## src/rtl/time_entry_ctrl_pkg.sv

```systemverilog
// Shared types and constants for the alarm-clock time-entry sequencer.
package time_entry_ctrl_pkg;

    localparam int unsigned DIGIT_W = 4;
    localparam int unsigned BUF_W   = 16;
    localparam int unsigned CNT_W   = 5;

    // Key code meaning "no key"; every code at or above it is treated the same.
    localparam logic [DIGIT_W-1:0] NOKEY = 4'd10;

    // Upper limits used by the HH:MM range check.
    localparam logic [DIGIT_W-1:0] LIM_TWO   = 4'd2;
    localparam logic [DIGIT_W-1:0] LIM_THREE = 4'd3;
    localparam logic [DIGIT_W-1:0] LIM_FIVE  = 4'd5;
    localparam logic [DIGIT_W-1:0] LIM_NINE  = 4'd9;

    typedef enum logic [2:0] {
        ST_IDLE       = 3'd0,
        ST_KEY_STORE  = 3'd1,
        ST_KEY_WAIT   = 3'd2,
        ST_KEY_ENTRY  = 3'd3,
        ST_SET_TIME   = 3'd4,
        ST_SET_ALARM  = 3'd5,
        ST_SHOW_ALARM = 3'd6
    } state_t;

    // Candidate time held in the entry buffer, oldest digit in the MSBs.
    typedef struct packed {
        logic [DIGIT_W-1:0] ms_hr;
        logic [DIGIT_W-1:0] ls_hr;
        logic [DIGIT_W-1:0] ms_min;
        logic [DIGIT_W-1:0] ls_min;
    } hhmm_t;

    function automatic logic is_digit(input logic [DIGIT_W-1:0] k);
        return k < NOKEY;
    endfunction

endpackage

```

## src/rtl/time_entry_ctrl_key_shift_reg.sv

```systemverilog
// Four-digit BCD entry buffer with shift/clear controls and HH:MM range check.
module time_entry_ctrl_key_shift_reg
    import time_entry_ctrl_pkg::*;
(
    input  logic               i_clk,
    input  logic               i_reset,
    input  logic               i_shift,
    input  logic               i_clear,
    input  logic [DIGIT_W-1:0] i_digit,
    output hhmm_t              o_time,
    output logic               o_valid_c
);

    hhmm_t              r_buf;
    logic [DIGIT_W-1:0] w_ls_hr_lim;

    // Shift the newest digit in at the low end; clear wins over shift.
    always_ff @(posedge i_clk or posedge i_reset) begin
        if (i_reset) begin
            r_buf <= '0;
        end else if (i_clear) begin
            r_buf <= '0;
        end else if (i_shift) begin
            r_buf <= BUF_W'({r_buf.ls_hr, r_buf.ms_min, r_buf.ls_min, i_digit});
        end
    end

    // Hours tens digit of 2 limits the hours units digit to 3.
    assign w_ls_hr_lim = (r_buf.ms_hr == LIM_TWO) ? LIM_THREE : LIM_NINE;

    assign o_valid_c = (r_buf.ms_hr  <= LIM_TWO)     &&
                       (r_buf.ls_hr  <= w_ls_hr_lim) &&
                       (r_buf.ms_min <= LIM_FIVE)    &&
                       (r_buf.ls_min <= LIM_NINE);

    assign o_time = r_buf;

endmodule

```

## src/rtl/time_entry_ctrl.sv

```systemverilog
// Keypad/button sequencer: collects HH:MM digits and strobes time or alarm loads.
module time_entry_ctrl
    import time_entry_ctrl_pkg::*;
#(
    parameter int unsigned TIMEOUT_SEC = 10
)
(
    input  logic               clk,
    input  logic               reset,
    input  logic               one_second,
    input  logic [DIGIT_W-1:0] key,
    input  logic               time_button,
    input  logic               alarm_button,
    output logic [DIGIT_W-1:0] new_time_ms_hr,
    output logic [DIGIT_W-1:0] new_time_ls_hr,
    output logic [DIGIT_W-1:0] new_time_ms_min,
    output logic [DIGIT_W-1:0] new_time_ls_min,
    output logic               load_new_c,
    output logic               load_new_a,
    output logic               show_new_time,
    output logic               show_alarm,
    output logic               entry_error
);

    localparam logic [CNT_W-1:0] TIMEOUT_CNT = CNT_W'(TIMEOUT_SEC);

    state_t             r_state;
    logic [CNT_W-1:0]   r_count;
    logic [DIGIT_W-1:0] r_key;
    logic               r_load_new_c;
    logic               r_load_new_a;
    logic               r_entry_error;
    logic               r_show_new_time;
    logic               r_show_alarm;

    logic               w_in_entry;
    logic               w_timeout;
    logic               w_shift;
    logic               w_clear;
    logic               w_valid;
    hhmm_t              w_time;

    assign w_in_entry = (r_state == ST_KEY_WAIT) || (r_state == ST_KEY_ENTRY);
    assign w_timeout  = (r_count == TIMEOUT_CNT);
    assign w_shift    = (r_state == ST_KEY_STORE);
    // Every path back into IDLE from an entry state empties the buffer.
    assign w_clear    = (r_state == ST_SET_TIME) || (r_state == ST_SET_ALARM) ||
                        (w_in_entry && w_timeout);

    time_entry_ctrl_key_shift_reg u_key_shift_reg (
        .i_clk     (clk),
        .i_reset   (reset),
        .i_shift   (w_shift),
        .i_clear   (w_clear),
        .i_digit   (r_key),
        .o_time    (w_time),
        .o_valid_c (w_valid)
    );

    // Sequencer state, inactivity counter and registered Moore outputs.
    always_ff @(posedge clk or posedge reset) begin
        if (reset) begin
            r_state         <= ST_IDLE;
            r_count         <= '0;
            r_key           <= '0;
            r_load_new_c    <= 1'b0;
            r_load_new_a    <= 1'b0;
            r_entry_error   <= 1'b0;
            r_show_new_time <= 1'b0;
            r_show_alarm    <= 1'b0;
        end else begin
            r_load_new_c  <= 1'b0;
            r_load_new_a  <= 1'b0;
            r_entry_error <= 1'b0;
            case (r_state)
                ST_IDLE: begin
                    r_count <= '0;
                    if (is_digit(key)) begin
                        r_key   <= key;
                        r_state <= ST_KEY_STORE;
                    end else if (alarm_button) begin
                        r_state      <= ST_SHOW_ALARM;
                        r_show_alarm <= 1'b1;
                    end
                end
                ST_KEY_STORE: begin
                    r_count         <= '0;
                    r_state         <= ST_KEY_WAIT;
                    r_show_new_time <= 1'b1;
                end
                ST_KEY_WAIT: begin
                    if (w_timeout) begin
                        r_count         <= '0;
                        r_state         <= ST_IDLE;
                        r_show_new_time <= 1'b0;
                    end else begin
                        if (one_second) begin
                            r_count <= r_count + CNT_W'(1);
                        end
                        if (!is_digit(key)) begin
                            r_state <= ST_KEY_ENTRY;
                        end
                    end
                end
                ST_KEY_ENTRY: begin
                    if (w_timeout) begin
                        r_count         <= '0;
                        r_state         <= ST_IDLE;
                        r_show_new_time <= 1'b0;
                    end else begin
                        if (one_second) begin
                            r_count <= r_count + CNT_W'(1);
                        end
                        if (time_button) begin
                            r_state         <= ST_SET_TIME;
                            r_show_new_time <= 1'b0;
                            r_load_new_c    <= w_valid;
                            r_entry_error   <= !w_valid;
                        end else if (alarm_button) begin
                            r_state         <= ST_SET_ALARM;
                            r_show_new_time <= 1'b0;
                            r_load_new_a    <= w_valid;
                            r_entry_error   <= !w_valid;
                        end else if (is_digit(key)) begin
                            r_key           <= key;
                            r_state         <= ST_KEY_STORE;
                            r_show_new_time <= 1'b0;
                        end
                    end
                end
                ST_SET_TIME, ST_SET_ALARM: begin
                    r_count <= '0;
                    r_state <= ST_IDLE;
                end
                ST_SHOW_ALARM: begin
                    if (!alarm_button) begin
                        r_state      <= ST_IDLE;
                        r_show_alarm <= 1'b0;
                    end
                end
                default: begin
                    r_count         <= '0;
                    r_state         <= ST_IDLE;
                    r_show_new_time <= 1'b0;
                    r_show_alarm    <= 1'b0;
                end
            endcase
        end
    end

    assign new_time_ms_hr  = w_time.ms_hr;
    assign new_time_ls_hr  = w_time.ls_hr;
    assign new_time_ms_min = w_time.ms_min;
    assign new_time_ls_min = w_time.ls_min;
    assign load_new_c      = r_load_new_c;
    assign load_new_a      = r_load_new_a;
    assign entry_error     = r_entry_error;
    assign show_new_time   = r_show_new_time;
    assign show_alarm      = r_show_alarm;

endmodule

```

## config.mk

```make
export PLATFORM = sky130hd
export DESIGN_NAME = time_entry_ctrl
export DESIGN_NICKNAME = d
export VERILOG_FILES = /design/src/rtl/time_entry_ctrl_pkg.sv /design/src/rtl/time_entry_ctrl_key_shift_reg.sv /design/src/rtl/time_entry_ctrl.sv
export SDC_FILE = /design/constraint.sdc
export NUM_CORES = 1
export LEC_CHECK = 0
export ABC_AREA = 1
export CELL_PAD_IN_SITES_DETAIL_PLACEMENT = 1
export CELL_PAD_IN_SITES_GLOBAL_PLACEMENT = 1
export CORE_ASPECT_RATIO = 1.2
export CORE_MARGIN = 4
export CORE_UTILIZATION = 34
export DETAILED_ROUTE_END_ITERATION = 12
export GPL_ROUTABILITY_DRIVEN = 0
export PLACE_DENSITY_LB_ADDON = 0.1
export SETUP_SLACK_MARGIN = 0.4
export SYNTH_ARGS = -nofsm -noshare
export SYNTH_HDL_FRONTEND = slang
export SYNTH_SLANG_ARGS = --single-unit
```

## constraint.sdc

```tcl
create_clock -name clk -period 1.45 [get_ports clk]
set_input_delay 0.29 -clock clk [delete_from_list [all_inputs] [get_ports clk]]
set_output_delay 0.29 -clock clk [all_outputs]
set_load 0.02 [all_outputs]
```

==> results of run 1 <==
[cell families (layout without fill, tap and decap cells)]
logic type               after synthesis  in the layout
buffers and inverters                 25            102
flip-flops                            33             33
AO/OA/AOI/OAI                         32             32
XOR/XNOR                               2              2
adder cells (fa/ha/maj)                2              2
AND/OR/NAND/NOR                      117            118
[stage by stage]
| stage | util | area (um2) | std cells | setup WS (ns) |
|---|---|---|---|---|
| after CTS | 0.523 | 2570 | 340 | 0.0832 |
| final | 0.551 | 2700 | 349 | 0.0731 |
| after global routing | 0.551 | 2700 | 349 | -0.0178 |
| after detailed placement | 0.457 | 2240 | 316 | -0.205 |
| after floorplan | - | 1750 | 211 | 0.168 |
| after global placement | 0.457 | 2240 | 316 | -0.176 |
[where the power goes]
part	total, mW	internal [mW]	leakage (nW)	switching, mW
logic	3.21	1.52	0.823	1.69
registers	1.61	1.27	0.438	0.340
clock network	0.660	0.332	0.0450	0.327
total	5.48	3.12	1.31	2.36
[cells in the mapped netlist]
library cell / count / area, um2
dfrtp_1: 33 / 826
and3_1: 1 / 6.26
o21ai_1: 3 / 15.0
o21ai_0: 10 / 50.1
nand3_4: 1 / 17.5
nand4_1: 2 / 12.5
o31ai_1: 1 / 7.51
a21oi_1: 7 / 35.0
o21ai_2: 1 / 8.76
nand3_2: 2 / 20.0
inv_1: 18 / 67.6
buf_4: 1 / 7.51
inv_2: 4 / 15.0
nor3_1: 1 / 5.00
ha_1: 2 / 25.0
nand3_1: 18 / 90.1
nand2_2: 5 / 31.3
buf_12: 1 / 20.0
nor2_2: 2 / 12.5
xnor2_1: 2 / 17.5
or2_2: 1 / 6.26
buf_2: 1 / 5.00
nor2_1: 12 / 45.0
a21oi_2: 10 / 87.6
nand3b_1: 1 / 7.51
nand2_1: 71 / 267
[final timing paths]
| kind | start | to | slack, ns | cells after the start |
|---|---|---|---|---|
| min in group clk | r_key[3]$_DFFE_PP0P_ | r_key[3]$_DFFE_PP0P_ | 0.51 | 2 |
| hold reg to reg | r_key[3]$_DFFE_PP0P_ | r_key[3]$_DFFE_PP0P_ | 0.51 | 2 |
| setup reg to reg | r_count[0]$_DFFE_PP0P_ | r_count[3]$_DFFE_PP0P_ | 0.07 | 9 |
| hold / removal | reset | u_key_shift_reg.o_time[11]$_DFFE_PP0P_ | 0.35 | 3 |
| max in group asynchronous | reset | r_state[0]$_DFFE_PP0P_ | 0.90 | 3 |
| setup / recovery | r_count[0]$_DFFE_PP0P_ | r_count[3]$_DFFE_PP0P_ | 0.07 | 9 |
[sequential cells by signal (all words and copies together), names as in the netlist]
signal and flops:
show_alarm 1, r_state 3, show_new_time 1, r_key 4, load_new_c 1, u_key_shift_reg.o_time 16, entry_error 1, load_new_a 1
r_count 5
[layer usage]
layer | routed length [um] | part of all wire | GRT usage
met5 | 0 | 0 | 0
met4 | 53 | 0.011 | 0.0403
met3 | 115 | 0.023 | 0.0281
met2 | 2760 | 0.55 | 0.300
met1 | 2120 | 0.42 | 0.213
[worst min-delay path, delay by kind of cell]
family / cells / cell delay [ns]
buffers and inverters: 3 / 0.69
[cell usage in the layout (no fill, tap or decap), types with 3 or more instances in the layout]
cell and count:
nand2_1 60, buf_4 37, dfrtp_1 31, buf_6 23, inv_1 15, nand3_1 14
nand2_2 11, a21oi_2 10, nor2_1 8, clkdlybuf4s50_1 8, a21oi_1 7, nand2_4 6
o21ai_0 6, o21ai_1 5, clkbuf_8 5, inv_2 4, nand3_4 4, nor2_2 4
nand3_2 3, buf_12 3
[area by class of cell]
| type | instances | share of cell area |
|---|---|---|
| clock inverter | 2 | 0.00370 |
| sequential | 33 | 0.306 |
| multi-input combinational | 154 | 0.345 |
| timing repair buffer | 72 | 0.256 |
| inverter | 22 | 0.0342 |
| clock buffer | 6 | 0.0268 |
| tap | 60 | 0.0278 |
[repair_timing]
action	CTS	global route
pin swaps	4	8
setup endpoints to repair	54	54
cloned	0	1
gates resized for setup	137	30
setup buffers	16	8
==> results.sh, run 1 <==
export IMPL_areaGrowthSynthToFinish_pct=58.3
export IMPL_vias=1701
export IMPL_rows=28
export IMPL_fin_crit_sh=0.950
export IMPL_gr_total_overflow=0
export IMPL_postSynthCellCount=211
export IMPL_p_leak_nw=1.31
export IMPL_antenna_found_initial=0
export IMPL_synthMuxAreaShare=0
export IMPL_cts_max_level=2
export IMPL_cp_top_family="simple AND/OR/NAND/NOR gates"
export IMPL_ys_seq_elements=33
export IMPL_grt_pass1_vias=1683
export IMPL_die_h_um=85.6
export IMPL_grt_pass1_wl_um=8290
export IMPL_synth_area_um2=1710
export IMPL_status="complete, no violations"
export IMPL_synth_xor_area_share=0.0103
export IMPL_worstPathMaxFanout=6
export IMPL_ant_nets=0
export IMPL_die_x_um=72.7
export IMPL_synthAdderAreaFrac=0.0147
export IMPL_synth_top_family_by_area="simple AND/OR/NAND/NOR gates"
export IMPL_clockBufferDepth=2
export IMPL_relSlewSlack=0.827
export IMPL_crit_required_ns=1.61
export IMPL_clkTransAtPathRegs_ns=0.07
export IMPL_drive_gt1_frac=0.443
export IMPL_clock_skew_ns=0.00910
export IMPL_avgSynthCellArea_um2=8.09
export IMPL_initial_core_util=0.348
export IMPL_die_area_um2=6230
export IMPL_io_buffers=29
export IMPL_hold_path_class="in2async"
export IMPL_layout_nets=299
export IMPL_ys_seq_area_frac=0.484
export IMPL_cp_data_arrival_time_ns=1.54
export IMPL_slowest_delay_ns=0.40
export IMPL_final_seq_area_um2=828
export IMPL_diodes=0
export IMPL_routed_wl_um=5040
export IMPL_period_needed_ns=1.38
export IMPL_peakVddDrop_mv=0.784
export IMPL_drtIter0Drc=80
export IMPL_yosys_cell_types_count=26
export IMPL_grt_usage=0.170
export IMPL_tightest_slew_ns=0.258
export IMPL_postCtsHoldBufs=0
export IMPL_cp_start_kind="flip-flop"
export IMPL_synth_compound_area_frac=0.119
export IMPL_syn_nets=222
export IMPL_cts_tree="done"
export IMPL_finalSetupViolations=0
export IMPL_path_buf_inv=2
export IMPL_pin_count=30
export IMPL_max_cap_violations=0
export IMPL_finalPower_mw=5.48
export IMPL_synth_simple_area_share=0.305
export IMPL_cts_made_buffers=5
export IMPL_dp_hpwl_um=3400
export IMPL_cp_cell_sequence="inv_2 -> ha_4 -> nand2_2 -> inv_2 -> nand2_4 -> nand3b_1 -> nand2_2 -> nand2_1 -> o21ai_1"
export IMPL_multiInputGateArea_um2=933
export IMPL_clockRootBuffer="clkbuf_8"
export IMPL_yosysWarningCount=0
export IMPL_fill_cells=573
export IMPL_hold_viol=0
export IMPL_max_freq_ghz=0.726
export IMPL_finalMaxSlewViolations=0
export IMPL_drtPass1Iterations=4
export IMPL_clk_latency_ns=0.28
export IMPL_grt_max_degree=34
export IMPL_drc_errors=0
export IMPL_drt_vias_per_instance=4.87
export IMPL_wire_per_inst_um=14.4
export IMPL_crit_type="reg2reg"
export IMPL_clock_sinks=33
export IMPL_power_density_nw_per_um2=2030
export IMPL_cp_end_kind="flip-flop"
export IMPL_fin_setup_tns_ns=0
export IMPL_rsz0062_at_grt="true"
export IMPL_whs_ns=0.348
export IMPL_crit_path_top_delay_cell="dfrtp_1"
export IMPL_fp_coreArea_um2=4900
Power figures use the tool's default switching activity.
==> run 2, diff against run 1 <==
CORE_UTILIZATION = 41   (was 34)
DONT_BUFFER_PORTS = 1   (was default)
==> run 2 against run 1 <==
Net effect: critical path depth fell by 2; highest routed layer unchanged; first-iteration DRC count fell by 38%; worst setup slack worse by 0.024 ns; critical endpoint is now u_key_shift_reg.o_time[0]$_DFFE_PP0P_; final area is 12% lower; combinational power is 18% lower; the flow now finishes with violations (hold timing); power shrank 4.8%; via count decreased by 4.0%; flip-flop and latch count unchanged; sequential share of layout area grew 4.7 points; register-to-register slack lost 0.02 ns; hold slack got worse by 0.36 ns; utilization grew 5.0 points.
==> results.sh, run 2 (synthesized netlist as in run 1, its figures left out) <==
export IMPL_drtIter0Drc=50
export IMPL_clock_sinks=33
export IMPL_final_cells=303
export IMPL_die_x_um=66.9
export IMPL_io_buffers=0
export IMPL_ff2ff_path_depth=7
export IMPL_ant_nets=0
export IMPL_relSlewSlack=0.714
export IMPL_wire_per_inst_um=18.0
export IMPL_place_inst=272
export IMPL_grt_max_degree=34
export IMPL_finalPower_mw=5.21
export IMPL_finalMaxSlewViolations=0
export IMPL_cts_made_buffers=5
export IMPL_pin_count=30
export IMPL_grt_pass1_wl_um=8890
export IMPL_peakVddDrop_mv=0.880
export IMPL_cp_end_kind="flip-flop"
export IMPL_tightest_slew_ns=0.429
export IMPL_hold_path_class="in2async"
export IMPL_gr_total_overflow=0
export IMPL_grt_pass1_vias=1807
export IMPL_cp_cell_sequence="inv_2 -> nand3_4 -> nand2_4 -> nand3_2 -> o21ai_4 -> buf_12 -> a21oi_2"
export IMPL_antenna_found_initial=0
export IMPL_p_leak_nw=1.11
export IMPL_violations="hold timing"
export IMPL_clock_skew_ns=0.00460
export IMPL_max_freq_ghz=0.714
export IMPL_cp_num_cells=7
export IMPL_clk_latency_ns=0.28
export IMPL_grt_usage=0.225
export IMPL_drt_vias_per_instance=5.39
export IMPL_drive_gt1_frac=0.458
export IMPL_cp_top_family="flip-flops"
export IMPL_rows=25
export IMPL_fin_crit_sh=0.966
export IMPL_final_common_cell="nand2_1"
export IMPL_fill_cells=468
export IMPL_clockRootBuffer="clkbuf_8"
export IMPL_whs_ns=-0.0129
export IMPL_max_cap_violations=0
export IMPL_clkTransAtPathRegs_ns=0.07
export IMPL_dp_hpwl_um=3200
export IMPL_cp_data_arrival_time_ns=1.58
export IMPL_initial_core_util=0.430
export IMPL_largest_register_ffs=16
export IMPL_crit_type="reg2reg"
export IMPL_diodes=0
export IMPL_clockBufferDepth=2
export IMPL_finalSetupViolations=0
export IMPL_die_area_um2=5270
export IMPL_path_buf_inv=2
export IMPL_drtPass1Iterations=4
export IMPL_fp_coreArea_um2=3970
export IMPL_ff2ff_setup_slack_ns=0.05
export IMPL_crit_required_ns=1.63
export IMPL_cp_start_kind="flip-flop"
export IMPL_postCtsHoldBufs=0
export IMPL_rsz0062_at_grt="true"
export IMPL_die_h_um=78.7
export IMPL_crit_path_top_delay_cell="dfrtp_2"
export IMPL_period_needed_ns=1.40
export IMPL_layout_nets=260
export IMPL_cts_max_level=2
export IMPL_slowest_delay_ns=0.45
export IMPL_vias=1633
export IMPL_routed_wl_um=5450
export IMPL_cts_tree="done"
export IMPL_areaGrowthSynthToFinish_pct=39.9
export IMPL_drc_errors=0
export IMPL_worstPathMaxFanout=7
export IMPL_status="finished with violations"
export IMPL_power_density_nw_per_um2=2180
export IMPL_hold_viol=18
export IMPL_final_cell_mix="nand2_1, buf_4, dfrtp_1, dfrtp_2, inv_1"
-- run 2: cell types whose count changed in the layout (fill, tap and decap cells not counted), moves of 8 or more --
| cell | change |
|---|---|
| buf_4 | -18 |
| dfrtp_1 | -13 |
| clkdlybuf4s50_1 | -8 |
| buf_6 | -14 |
| dfrtp_2 | +13 |
-- run 2: timing repair --
action                     CTS  global route
buffers inserted            18             3
gates resized for setup     53            20
pin swaps                   17             6
gates cloned                 2             1
setup endpoints to repair   50            50
-- run 2: power by group --
part / leakage (nW) / internal [mW] / switching [mW]
registers: 0.418 / 1.29 / 0.586
logic: 0.644 / 1.14 / 1.48
clock network: 0.0443 / 0.377 / 0.333
total: 1.11 / 2.81 / 2.40
-- run 2: final timing paths --
path | from | endpoint
max | r_state[0]$_DFFE_PP0P_ | u_key_shift_reg.o_time[0]$_DFFE_PP0P_
min | reset | u_key_shift_reg.o_time[14]$_DFFE_PP0P_
min in group clk | key[0] | r_key[0]$_DFFE_PP0P_
min reg2reg | r_key[3]$_DFFE_PP0P_ | r_key[3]$_DFFE_PP0P_
max in group asynchronous | reset | r_state[1]$_DFFE_PP0P_
max reg2reg | r_state[0]$_DFFE_PP0P_ | u_key_shift_reg.o_time[0]$_DFFE_PP0P_
-- run 2: layout make-up --
| type | instances | area, um2 | area share |
|---|---|---|---|
| Tap cell | 54 | 67.6 | 0.0283 |
| Multi-Input combinational cell | 154 | 966 | 0.404 |
| Sequential cell | 33 | 845 | 0.353 |
| Timing Repair inverter | 1 | 3.75 | 0.00157 |
| Inverter | 22 | 95.1 | 0.0398 |
| Timing Repair Buffer | 32 | 327 | 0.137 |
| Clock buffer | 7 | 86.3 | 0.0361 |
-- run 2: through the flow --
step / setup TNS, ns / instance area (um2) / worst slack (ns) / utilization
after floorplan: 0 / 1750 / 0.168 / -
after global placement: 0 / 1860 / 0.0660 / 0.469
after detailed placement: 0 / 1860 / 0.00921 / 0.469
after CTS: 0 / 2300 / 0.119 / 0.579
after global routing: -0.119 / 2390 / -0.0315 / 0.602
final: 0 / 2390 / 0.0492 / 0.602
-- run 2: layer usage --
layer / global-route usage / vias to the layer above / share of wire
met5: 0 / - / 0
met4: 0.0974 / 0 / 0.037
met3: 0.0537 / 20 / 0.049
met2: 0.421 / 35 / 0.55
met1: 0.230 / 822 / 0.36
li1: - / 756 / -
==> run 3, diff against run 2 <==
CORE_UTILIZATION = 45   (was 41)
clock period = 1.6 ns   (was 1.45 ns; I/O delays follow)
==> run 3 against run 2 <==
Net effect: the run now ends clean; highest routed layer unchanged; final area fell by 7.2%; power down 15%; routed wire length is 4.5% lower.
==> results.sh, run 3 (synthesized netlist as in run 1, its figures left out) <==
export IMPL_wire_per_inst_um=18.0
export IMPL_cp_end_kind="flip-flop"
export IMPL_clock_sinks=33
export IMPL_clkTransAtPathRegs_ns=0.07
export IMPL_crit_required_ns=1.77
export IMPL_postCtsHoldBufs=0
export IMPL_vias=1539
export IMPL_finalMaxSlewViolations=0
export IMPL_startpoint="r_state[0]$_DFFE_PP0P_"
export IMPL_drc_errors=0
export IMPL_fp_coreArea_um2=3630
export IMPL_crit_path_top_delay_cell="dfrtp_2"
export IMPL_cp_data_arrival_time_ns=1.58
export IMPL_initial_core_util=0.470
export IMPL_cp_cell_sequence="inv_2 -> nand3_4 -> nand2_4 -> nand3_2 -> o21ai_4 -> clkbuf_16 -> a21oi_2"
export IMPL_clock_skew_ns=0.00963
export IMPL_ff2ff_setup_slack_ns=0.19
export IMPL_pin_count=30
export IMPL_tightest_slew_ns=0.427
export IMPL_diodes=0
export IMPL_setup_slack_ns=0.188
export IMPL_ant_nets=0
export IMPL_fin_area_um2=2220
export IMPL_layout_nets=247
export IMPL_relSlewSlack=0.716
export IMPL_p_leak_nw=1.04
export IMPL_drtIter0Drc=74
export IMPL_clk_latency_ns=0.28
export IMPL_place_inst=264
export IMPL_final_common_cell="nand2_1"
export IMPL_slowest_delay_ns=0.48
export IMPL_die_x_um=64.2
export IMPL_final_cell_mix="nand2_1, dfrtp_1, buf_4, inv_1, nand3_1"
export IMPL_grt_pass1_vias=1600
export IMPL_crit_type="reg2reg"
export IMPL_grt_max_degree=34
export IMPL_hold_path_class="in2async"
export IMPL_fin_crit_sh=0.883
export IMPL_max_freq_ghz=0.708
export IMPL_drtPass1Iterations=4
export IMPL_rsz0062_at_grt="true"
export IMPL_ff2ff_path_depth=7
export IMPL_fin_setup_tns_ns=0
export IMPL_die_area_um2=4850
export IMPL_drive_gt1_frac=0.350
export IMPL_cp_start_kind="flip-flop"
export IMPL_hold_viol=0
export IMPL_dp_slack_ns=0.134
export IMPL_finalSetupViolations=0
export IMPL_grt_usage=0.225
export IMPL_postPlaceCellArea_um2=1810
export IMPL_period_needed_ns=1.41
export IMPL_fill_cells=429
export IMPL_max_cap_violations=0
export IMPL_cts_tree="done"
export IMPL_r2r_start="r_state[0]$_DFFE_PP0P_"
export IMPL_io_buffers=0
export IMPL_antenna_found_initial=0
export IMPL_drt_vias_per_instance=5.33
export IMPL_final_cells=289
export IMPL_worstPathMaxFanout=6
export IMPL_finalCoreUtilization=0.611
export IMPL_cts_made_buffers=5
export IMPL_timing_critical_path_to="u_key_shift_reg.o_time[12]$_DFFE_PP0P_"
export IMPL_rows=24
export IMPL_gr_total_overflow=0
export IMPL_routed_wl_um=5210
export IMPL_grt_pass1_wl_um=8090
export IMPL_largest_register_ffs=16
export IMPL_status="complete, no violations"
export IMPL_worstReg2RegEnd="u_key_shift_reg.o_time[12]$_DFFE_PP0P_"
export IMPL_clockRootBuffer="clkbuf_8"
export IMPL_die_h_um=75.5
export IMPL_power_density_nw_per_um2=1990
export IMPL_clockBufferDepth=2
export IMPL_dp_hpwl_um=3220
export IMPL_peakVddDrop_mv=0.817
export IMPL_cts_max_level=2
export IMPL_areaGrowthSynthToFinish_pct=29.9
## run 3: cell types whose count changed in the layout (fill, tap and decap cells not counted), moves of 3 or more
cell / before / now
dfrtp_1: 18 / 30
nand3_2: 4 / 7
dfrtp_2: 15 / 3
nand2_1: 59 / 63
nand2_2: 11 / 7
buf_6: 9 / 1
## run 3: through the flow
| stage | hold slack [ns] | power [mW] |
|---|---|---|
| floorplan | 0.430 | 2.73 |
| detailed placement | 0.328 | 3.10 |
| finish | 0.0145 | 4.42 |
| global route | 0.0487 | 4.73 |
| global placement | 0.320 | 3.01 |
| CTS | 0.0117 | 4.27 |
## run 3: layer usage
metal	up-vias	share of wire	wire length, um	GRT usage
met5	-	0	0	0
met2	40	0.55	2840	0.432
li1	723	-	-	-
met4	0	0.026	135	0.0962
met3	12	0.060	313	0.0693
met1	764	0.37	1920	0.227
## run 3: repair_timing
action                                  in CTS  in global routing
gates resized for setup                     29                 11
setup buffers                               13                  3
endpoints found under the setup margin      33                 34
pin swaps                                   12                  5
cloned                                       0                  1
## run 3: layout make-up
class / count / area (um2) / share of cell area
clock buffer: 7 / 86.3 / 0.0389
clock inverter: 1 / 30.0 / 0.0135
inverter: 22 / 91.3 / 0.0412
multi-input combinational: 153 / 912 / 0.411
sequential: 33 / 830 / 0.374
tap: 52 / 65.1 / 0.0293
timing repair buffer: 21 / 204 / 0.0919
## run 3: power breakdown
part / internal [mW] / switching, mW
registers: 1.14 / 0.614
logic: 0.749 / 1.11
clock network: 0.508 / 0.298
## run 3: worst min-delay path by stage
stage	depth (start not counted)	to	slack [ns]	from
2_1_floorplan	2	r_key[0]$_DFFE_PP0P_	0.43	key[0]
3_3_place_gp	2	u_key_shift_reg.o_time[14]$_DFFE_PP0P_	0.32	reset
3_5_place_dp	2	u_key_shift_reg.o_time[8]$_DFFE_PP0P_	0.33	reset
4_1_cts	2	load_new_a$_DFF_PP0_	0.01	reset
5_1_grt	2	load_new_a$_DFF_PP0_	0.05	reset
6_report	2	load_new_a$_DFF_PP0_	0.01	reset
## run 3: critical path, delay by kind of cell, from the launching register on
family	cells	cell delay (ns)
AO/OA/AOI/OAI	2	0.16
AND/OR/NAND/NOR	3	0.31
buffers and inverters	2	0.33
flip-flops	1	0.48
